--- src/rtl/muldiv_ctrl.sv ---
// muldiv_ctrl: multi-cycle RV32M multiply/divide sequencer beside the execute-stage ALU.
// Define QUINTA_DIV_EN to build in the restoring divider; without it, divide ops return 0.
module muldiv_ctrl #(
    parameter int DIV_ITERS = 32
) (
    input  logic        clk,
    input  logic        rst,
    input  logic        req_valid,
    input  logic [2:0]  req_op,
    input  logic [31:0] op_a,
    input  logic [31:0] op_b,
    input  logic        flush,
    output logic        req_ready,
    output logic        busy,
    output logic        resp_valid,
    output logic [31:0] resp_data
);

    typedef enum logic [1:0] {
        S_IDLE = 2'd0,
        S_MUL  = 2'd1,
`ifdef QUINTA_DIV_EN
        S_DIV  = 2'd2,
`endif
        S_DONE = 2'd3
    } state_t;

    state_t state;

    assign busy      = (state != S_IDLE);
    assign req_ready = ~busy;

    // Multiplier: 33-bit extended operands make one signed multiply cover all four variants.
    logic               mul_lo_q;
    logic signed [32:0] mul_a;
    logic signed [32:0] mul_b;
    logic signed [65:0] mul_prod;
    logic               mul_unused;
    logic               a_ext;
    logic               b_ext;

    assign a_ext      = (req_op[1:0] == 2'd1) || (req_op[1:0] == 2'd2);
    assign b_ext      = (req_op[1:0] == 2'd1);
    assign mul_prod   = mul_a * mul_b;
    assign mul_unused = ^mul_prod[65:64];

`ifdef QUINTA_DIV_EN
    logic [31:0] div_quo;
    logic [31:0] div_rem;
    logic [31:0] div_dvs;
    logic [5:0]  div_cnt;
    logic        div_rem_sel;
    logic        div_neg;

    logic        req_signed;
    logic        req_sign_a;
    logic        req_sign_b;
    logic        req_div0;
    logic        req_ovf;
    logic [32:0] div_shift;
    logic [32:0] div_diff;
    logic        div_ge;
    logic [31:0] quo_next;
    logic [31:0] rem_next;
    logic [31:0] div_mag;
    logic [31:0] div_result;

    assign req_signed = ~req_op[0];
    assign req_sign_a = req_signed & op_a[31];
    assign req_sign_b = req_signed & op_b[31];
    assign req_div0   = (op_b == 32'd0);
    assign req_ovf    = req_signed && (op_a == 32'h8000_0000) && (op_b == 32'hFFFF_FFFF);

    // One restoring step: shift the next dividend bit into the partial remainder, subtract if it fits.
    assign div_shift  = {div_rem, div_quo[31]};
    assign div_diff   = div_shift - {1'b0, div_dvs};
    assign div_ge     = ~div_diff[32];
    assign rem_next   = div_ge ? div_diff[31:0] : div_shift[31:0];
    assign quo_next   = {div_quo[30:0], div_ge};
    assign div_mag    = div_rem_sel ? rem_next : quo_next;
    assign div_result = div_neg ? -div_mag : div_mag;
`else
    logic [5:0] div_iters_unused;
    assign div_iters_unused = 6'(DIV_ITERS);
`endif

    // NOTE: all state here is written with non-blocking assignments so every register samples pre-edge values.
    always_ff @(posedge clk) begin
        if (rst) begin
            // NOTE: datapath registers are reset too, so resp_data reads 0 until the first result.
            state      <= S_IDLE;
            resp_valid <= 1'b0;
            resp_data  <= '0;
            mul_lo_q   <= 1'b0;
            mul_a      <= '0;
            mul_b      <= '0;
`ifdef QUINTA_DIV_EN
            div_quo     <= '0;
            div_rem     <= '0;
            div_dvs     <= '0;
            div_cnt     <= '0;
            div_rem_sel <= 1'b0;
            div_neg     <= 1'b0;
`endif
        end else if (flush) begin
            state      <= S_IDLE;
            resp_valid <= 1'b0;
        end else begin
            resp_valid <= 1'b0;
            case (state)
                S_IDLE: begin
                    if (req_valid) begin
                        if (!req_op[2]) begin
                            mul_lo_q <= (req_op[1:0] == 2'd0);
                            mul_a    <= {a_ext & op_a[31], op_a};
                            mul_b    <= {b_ext & op_b[31], op_b};
                            state    <= S_MUL;
                        end else begin
`ifdef QUINTA_DIV_EN
                            if (req_div0) begin
                                resp_data  <= req_op[1] ? op_a : 32'hFFFF_FFFF;
                                resp_valid <= 1'b1;
                                state      <= S_DONE;
                            end else if (req_ovf) begin
                                resp_data  <= req_op[1] ? 32'd0 : 32'h8000_0000;
                                resp_valid <= 1'b1;
                                state      <= S_DONE;
                            end else begin
                                div_quo     <= req_sign_a ? -op_a : op_a;
                                div_dvs     <= req_sign_b ? -op_b : op_b;
                                div_rem     <= '0;
                                div_cnt     <= 6'(DIV_ITERS - 1);
                                div_rem_sel <= req_op[1];
                                div_neg     <= req_op[1] ? req_sign_a : (req_sign_a ^ req_sign_b);
                                state       <= S_DIV;
                            end
`else
                            resp_data  <= '0;
                            resp_valid <= 1'b1;
                            state      <= S_DONE;
`endif
                        end
                    end
                end
                S_MUL: begin
                    resp_data  <= mul_lo_q ? mul_prod[31:0] : mul_prod[63:32];
                    resp_valid <= 1'b1;
                    state      <= S_DONE;
                end
`ifdef QUINTA_DIV_EN
                S_DIV: begin
                    div_quo <= quo_next;
                    div_rem <= rem_next;
                    if (div_cnt == 6'd0) begin
                        resp_data  <= div_result;
                        resp_valid <= 1'b1;
                        state      <= S_DONE;
                    end else begin
                        div_cnt <= div_cnt - 6'd1;
                    end
                end
`endif
                S_DONE:  state <= S_IDLE;
                default: state <= S_IDLE;
            endcase
        end
    end

endmodule

--- config.mk ---
export PLATFORM = sky130hd
export DESIGN_NAME = muldiv_ctrl
export DESIGN_NICKNAME = d
export VERILOG_FILES = /design/src/rtl/muldiv_ctrl.sv
export SDC_FILE = /design/constraint.sdc
export NUM_CORES = 2
export LEC_CHECK = 0
export BUFFER_PORTS_ARGS = -buffer_cell sky130_fd_sc_hd__buf_4
export CORE_UTILIZATION = 65
export DETAILED_ROUTE_END_ITERATION = 8
export GPL_TIMING_DRIVEN = 0
export PLACE_DENSITY = 0.94
export SETUP_SLACK_MARGIN = 0.4
export SLEW_MARGIN = 25
export SYNTH_ARGS = -nofsm -noshare
export SYNTH_HDL_FRONTEND = slang
export SYNTH_SLANG_ARGS = --single-unit
--- constraint.sdc ---
create_clock -name clk -period 10.65 [get_ports clk]
set_input_delay 1.065 -clock clk [delete_from_list [all_inputs] [get_ports clk]]
set_output_delay 1.065 -clock clk [all_outputs]
set_load 0.01 [all_outputs]
# Word level (Yosys, flattened, before mapping)
# Index checks and enable logic that the tools add are counted.
[classes]
mul = 1
eq_ne = 5
muxes = 10
bitwise_logic = 5
reduce_logical = 8
[ops]
columns = ["op", "n"]
rows = [
  ["32-bit two-way mux", 3],
  ["33-bit by 33-bit multiplier with 64-bit output", 1],
  ["32-bit one-hot mux with 2 select lines", 1],
  ["4-bit AND reduction", 2],
  ["2-bit by 1-bit == test with 1-bit output (second input constant)", 2],
  ["2-bit zero test", 2],
  ["2-bit two-way mux", 2],
  ["2-bit inequality test (second input constant)", 2],
  ["2-bit one-hot mux with 2 select lines", 1],
  ["2-bit nonzero test", 2],
  ["1-bit inverter", 3],
  ["1-bit AND", 2],
  ["2-bit == test (second input constant)", 1],
  ["1-bit two-way mux", 2],
  ["1-bit one-hot mux with 2 select lines", 1],
  ["2-bit OR reduction", 1],
  ["1-bit logical OR", 1],
]
[totals]
ff_bits = 102
input_bits = 71
word_cells = 35

# Logic depth before layout (Yosys ltp)
[depth]
word_depth = 3
depth_mapped = 29
mapped_depth_nobuf = 27

# Least setup slack after synthesis
# OpenSTA, ideal clock, no wires.
[synth_timing]
path_kind = "reg-to-reg"
from = "reg mul_a[32]"
to = "reg resp_data[28]"
arrival_ps = 7378
setup_slack_ps = 3143
stages_incl_launch_ff = 27
path_cell_list = "dfxtp_1 > clkbuf_1 > nand2_1 > inv_1 > fa_1 > fa_1 > fa_1 > fa_1 > inv_1 > fa_1 > inv_1 > fa_1 > fa_1 > inv_1 > fa_1 > inv_1 > ha_1 > clkbuf_1 > a21o_1 > a21o_1 > a21o_1 > a21oi_1 > o21bai_1 > a31o_2 > a31oi_1 > xor2_1 > o21ai_0"
[synth_via]
elab_chain_cells = 3
[synth_rtl]
columns = ["element", "line_no", "source"]
rows = [
  ["start: declaration", "35", "logic signed [32:0] mul_a;"],
  ["start signal: assignment", "115", "mul_a <= {a_ext & op_a[31], op_a};"],
  ["33-bit by 33-bit multiplier with 64-bit output", "44", "assign mul_prod = mul_a * mul_b;"],
  ["32-bit two-way mux", "146", "resp_data <= mul_lo_q ? mul_prod[31:0] : mul_prod[63:32];"],
  ["32-bit one-hot mux with 2 select lines", "110", "case (state)"],
  ["end signal: assignment", "146", ""],
  ["end: declaration", "16", "output logic [31:0] resp_data"],
]
# No other way between the ends.
# A chain may end at the register's enable or synchronous reset.

# Worst setup path after layout
[layout_timing]
from = "reg mul_b[10]"
to = "reg resp_data[26]"
[layout_via]
elab_chain_cells = 3
[layout_rtl]
columns = ["element", "line_no", "source"]
rows = [
  ["start: declaration", "36", "logic signed [32:0] mul_b;"],
  ["start signal: assignment", "116", "mul_b <= {b_ext & op_b[31], op_b};"],
  ["33-bit by 33-bit multiplier with 64-bit output", "44", ""],
  ["32-bit two-way mux", "146", ""],
  ["32-bit one-hot mux with 2 select lines", "110", ""],
]
# No other way between the ends.

==> impl_metrics.yaml <==
logic_synthesis:
  ys_types: 63
  syn_area_mm2: 0.04212
  synth_compound_area_share_pct: 4.925
  ys_seq_elements: 102
  ys_seq_area_share_pct: 4.848
  synth_area_leaders: "fa_1, inv_1, and2_1"
  synthAdderAreaFrac_pct: 59.83
  yosys.area.top_type: "fa_1"
  synth-edff-count: 0
  syn_avg_cell_area_um2: 9.068
  synth_fp_nets: 6055
  synthDominantCellAreaShare_pct: 53.47
  yosys.area_share.simple_pct: 16.49
  synthMuxAreaShare_pct: 0.07129
  ys_async_sr_fraction_pct: 0
  yosys_warnings: 0
  syn_inst: 4645
  synth-main-ff-cell: "dfxtp_1"
  synth_top_family_by_area: "adder cells"
  synth_xor_area_share_pct: 1.497
clocking:
  cts.sink_count: 102
  cts_tree: "done"
  cts_resized: 0
  cts_hold_buf: 0
  post_cts_buffers: 0
  clk_path_buf_depth: 2
  cts_buffers: 9
  htreeDepth: 3
  clk_pin_slew_ns: 0.09
  cts-root-buf: "clkbuf_16"
  insertion_delay_ns: 0.45
route:
  wl_per_cell_um: 28.31
  drtPass1Iterations: 7
  wl_um: 159500
  drc: 0
  ant_nets: 0
  viasPerCell: 6.208
  via_count: 34970
  drt-initial-drc-count: 4261
placement:
  hpwl_um: 131600
  gp_congestion: 1.126
  port_buffers: 104
setup_path:
  rr_endpoint: "resp_data[26]"
  required_ns: 10.91
  cp-start-kind: "flop"
  crit_fanout: 11
  rr_worst_depth: 26
  critical_path_arrival_ns: 10.38
  cp_common_cell: "fa_1"
  cpMaxStageDelayCell: "dfxtp_1"
  critPathMaxStageDelay_ns: 1.07
  r2r_slack_ns: 0.53
  r2r-start: "mul_b[10]"
  critical_path_class: "flop to flop"
  cp-end-kind: "flop"
timing:
  holdWs_ns: 0.4587
  setup_viol_count_final: 0
  finalHoldViolCount: 0
  relSlewSlack_pct: 18.23
  finalClockSkew_ns: 0.05250
  fmax_ghz: 0.09885
  post-route-period-util_pct: 94.99
  tns_ns: 0
  maxSlewViolCount: 0
  worst_pin_slew_ns: 1.227
  min_period_ns: 10.12
  rsz0062_at_grt: "false"
pwr:
  power_density_mw_per_mm2: 28.77
  ir_drop_v: 0.00006924
  p_comb_share_pct: 35.0
  clkPwrFrac_pct: 32.1
  power.leakage_nw: 22.92
  seq_power_share_pct: 33.0
  power.switching_mw: 0.5602
  intPower_mw: 0.7159
  sw_frac_of_total_pct: 43.90
global_route:
  grt_pass1_wl_um: 232200
  grt_max_degree: 25
  antenna_found_initial: 30
  grt_pass1_vias: 36300
  grtUsageTotal_pct: 49.97
  overflow: 0
cells_and_area:
  layout_common_cells: "fa_1, inv_1, nand2_1, and2_1, clkbuf_1"
  fillerInstances: 4954
  drive_gt1_share_pct: 3.190
  final_net_count: 6170
  synthToLayoutAreaGrowth_pct: 5.317
  final_common_cell: "fa_1"
floorplanning:
  die_w_um: 256.6
  die_y_um: 256.6
  die_area_mm2: 0.06582
  start_util_pct: 66.29
  rows: 92
  io_pins: 106
  core_area_mm2: 0.06354
min_path:
  min-delay-start: "resp_data[29]"
  hold_depth: 2
  hold_class: "flop to flop"
  min_to: "resp_data[29]"
outcome:
  outcome: "finished clean"
job:
  maxCapViolations: 0
worst max-delay path: cells and delay by family, from the launching register on:
family / cells / cell delay [ns]
AOI/OAI and AO/OA: 7 / 1.43
DFF: 1 / 1.07
buffers and inverters: 8 / 2.04
adders and majority gates: 9 / 4.70
and+or+nand+nor: 1 / 0.33
xor gates and xnor gates: 1 / 0.35
kinds of logic (layout without fill, tap and decap cells):
| family | after synthesis | in the layout |
|---|---|---|
| DFF | 102 | 102 |
| and+or+nand+nor | 1416 | 1416 |
| adders and majority gates | 1339 | 1339 |
| muxes | 3 | 3 |
| other | 0 | 22 |
| buffers and inverters | 1384 | 1504 |
| AOI/OAI and AO/OA | 329 | 329 |
| xor gates and xnor gates | 72 | 72 |
through the flow:
step	cell area (um2)	cells	utilization, %	total power [mW]	setup WS [ns]
after global routing	44310	5613	69.73	1.289	0.4725
final	44360	5633	69.81	1.276	0.5334
after detailed placement	43970	5595	69.20	0.8391	0.9168
after floorplan	42120	4645	-	0.6283	3.143
after CTS	44300	5611	69.71	1.231	0.8777
after global placement	43960	5595	69.18	0.8291	1.045
synth_stat cells, drive strengths merged, types with 3 or more instances:
master  number
fa        1125
inv       1123
nand2      699
and2       541
clkbuf     257
ha         214
a21oi      136
dfxtp      102
o21ai       55
nor2        52
xnor2       51
nor2b       30
a21o        29
xor2        21
nand3       18
nand2b      17
a22oi       16
nor3        16
nand4       13
o21bai      13
and3        11
o21a        10
o22ai       10
a31oi        9
a211oi       7
or3          6
nor4         5
o211ai       5
a222oi       4
a31o         4
a41oi        4
buf          4
o31ai        4
a21boi       3
a221o        3
mux2i        3
or2          3
state kept, by name, indices dropped and copies added, names as in the netlist:
name	flops
mul_lo_q	1
resp_valid	1
state	2
mul_b	33
resp_data	32
mul_a	33
final cells by class:
class,instances,area [um2],share of cell area [%]
Tap cell,846,1059,2.386
Sequential cell,102,2042,4.603
Inverter,1123,4215,9.502
Timing Repair Buffer,104,780.7,1.760
Antenna cell,22,55.05,0.1241
Clock inverter,5,75.07,0.1692
Clock buffer,11,252.7,0.5698
Multi-Input combinational cell,3159,34880,78.64
Buffer,261,997.2,2.248
per-layer routing:
| metal | vias up | wire (um) | GRT usage (%) |
|---|---|---|---|
| met5 | - | 286 | 0.5117 |
| met4 | 30 | 17860 | 43.11 |
| met3 | 982 | 24790 | 19.45 |
| met2 | 2907 | 66340 | 71.12 |
| met1 | 17410 | 50180 | 59.26 |
| li1 | 13640 | - | - |
power groups by stage:
stage / clock network [mW] / logic, mW / registers (mW)
after CTS: 0.398 / 0.416 / 0.417
after global routing: 0.413 / 0.458 / 0.419
after global placement: 0 / 0.403 / 0.426
after floorplan: 0 / 0.221 / 0.408
after detailed placement: 0 / 0.413 / 0.426
final: 0.409 / 0.446 / 0.421
how the worst max path moves through the flow:
stage               cells after the start  slack [ns]      start            end
detailed placement                     27        0.92   mul_b[6]  resp_data[26]
finish                                 26        0.53  mul_b[10]  resp_data[26]
CTS                                    27        0.88   mul_b[6]  resp_data[26]
floorplan                              26        3.14  mul_a[32]  resp_data[28]
global route                           27        0.47  mul_a[32]  resp_data[26]
global placement                       27        1.04   mul_b[6]  resp_data[26]
Note: power is estimated with default switching activity, not from simulation.
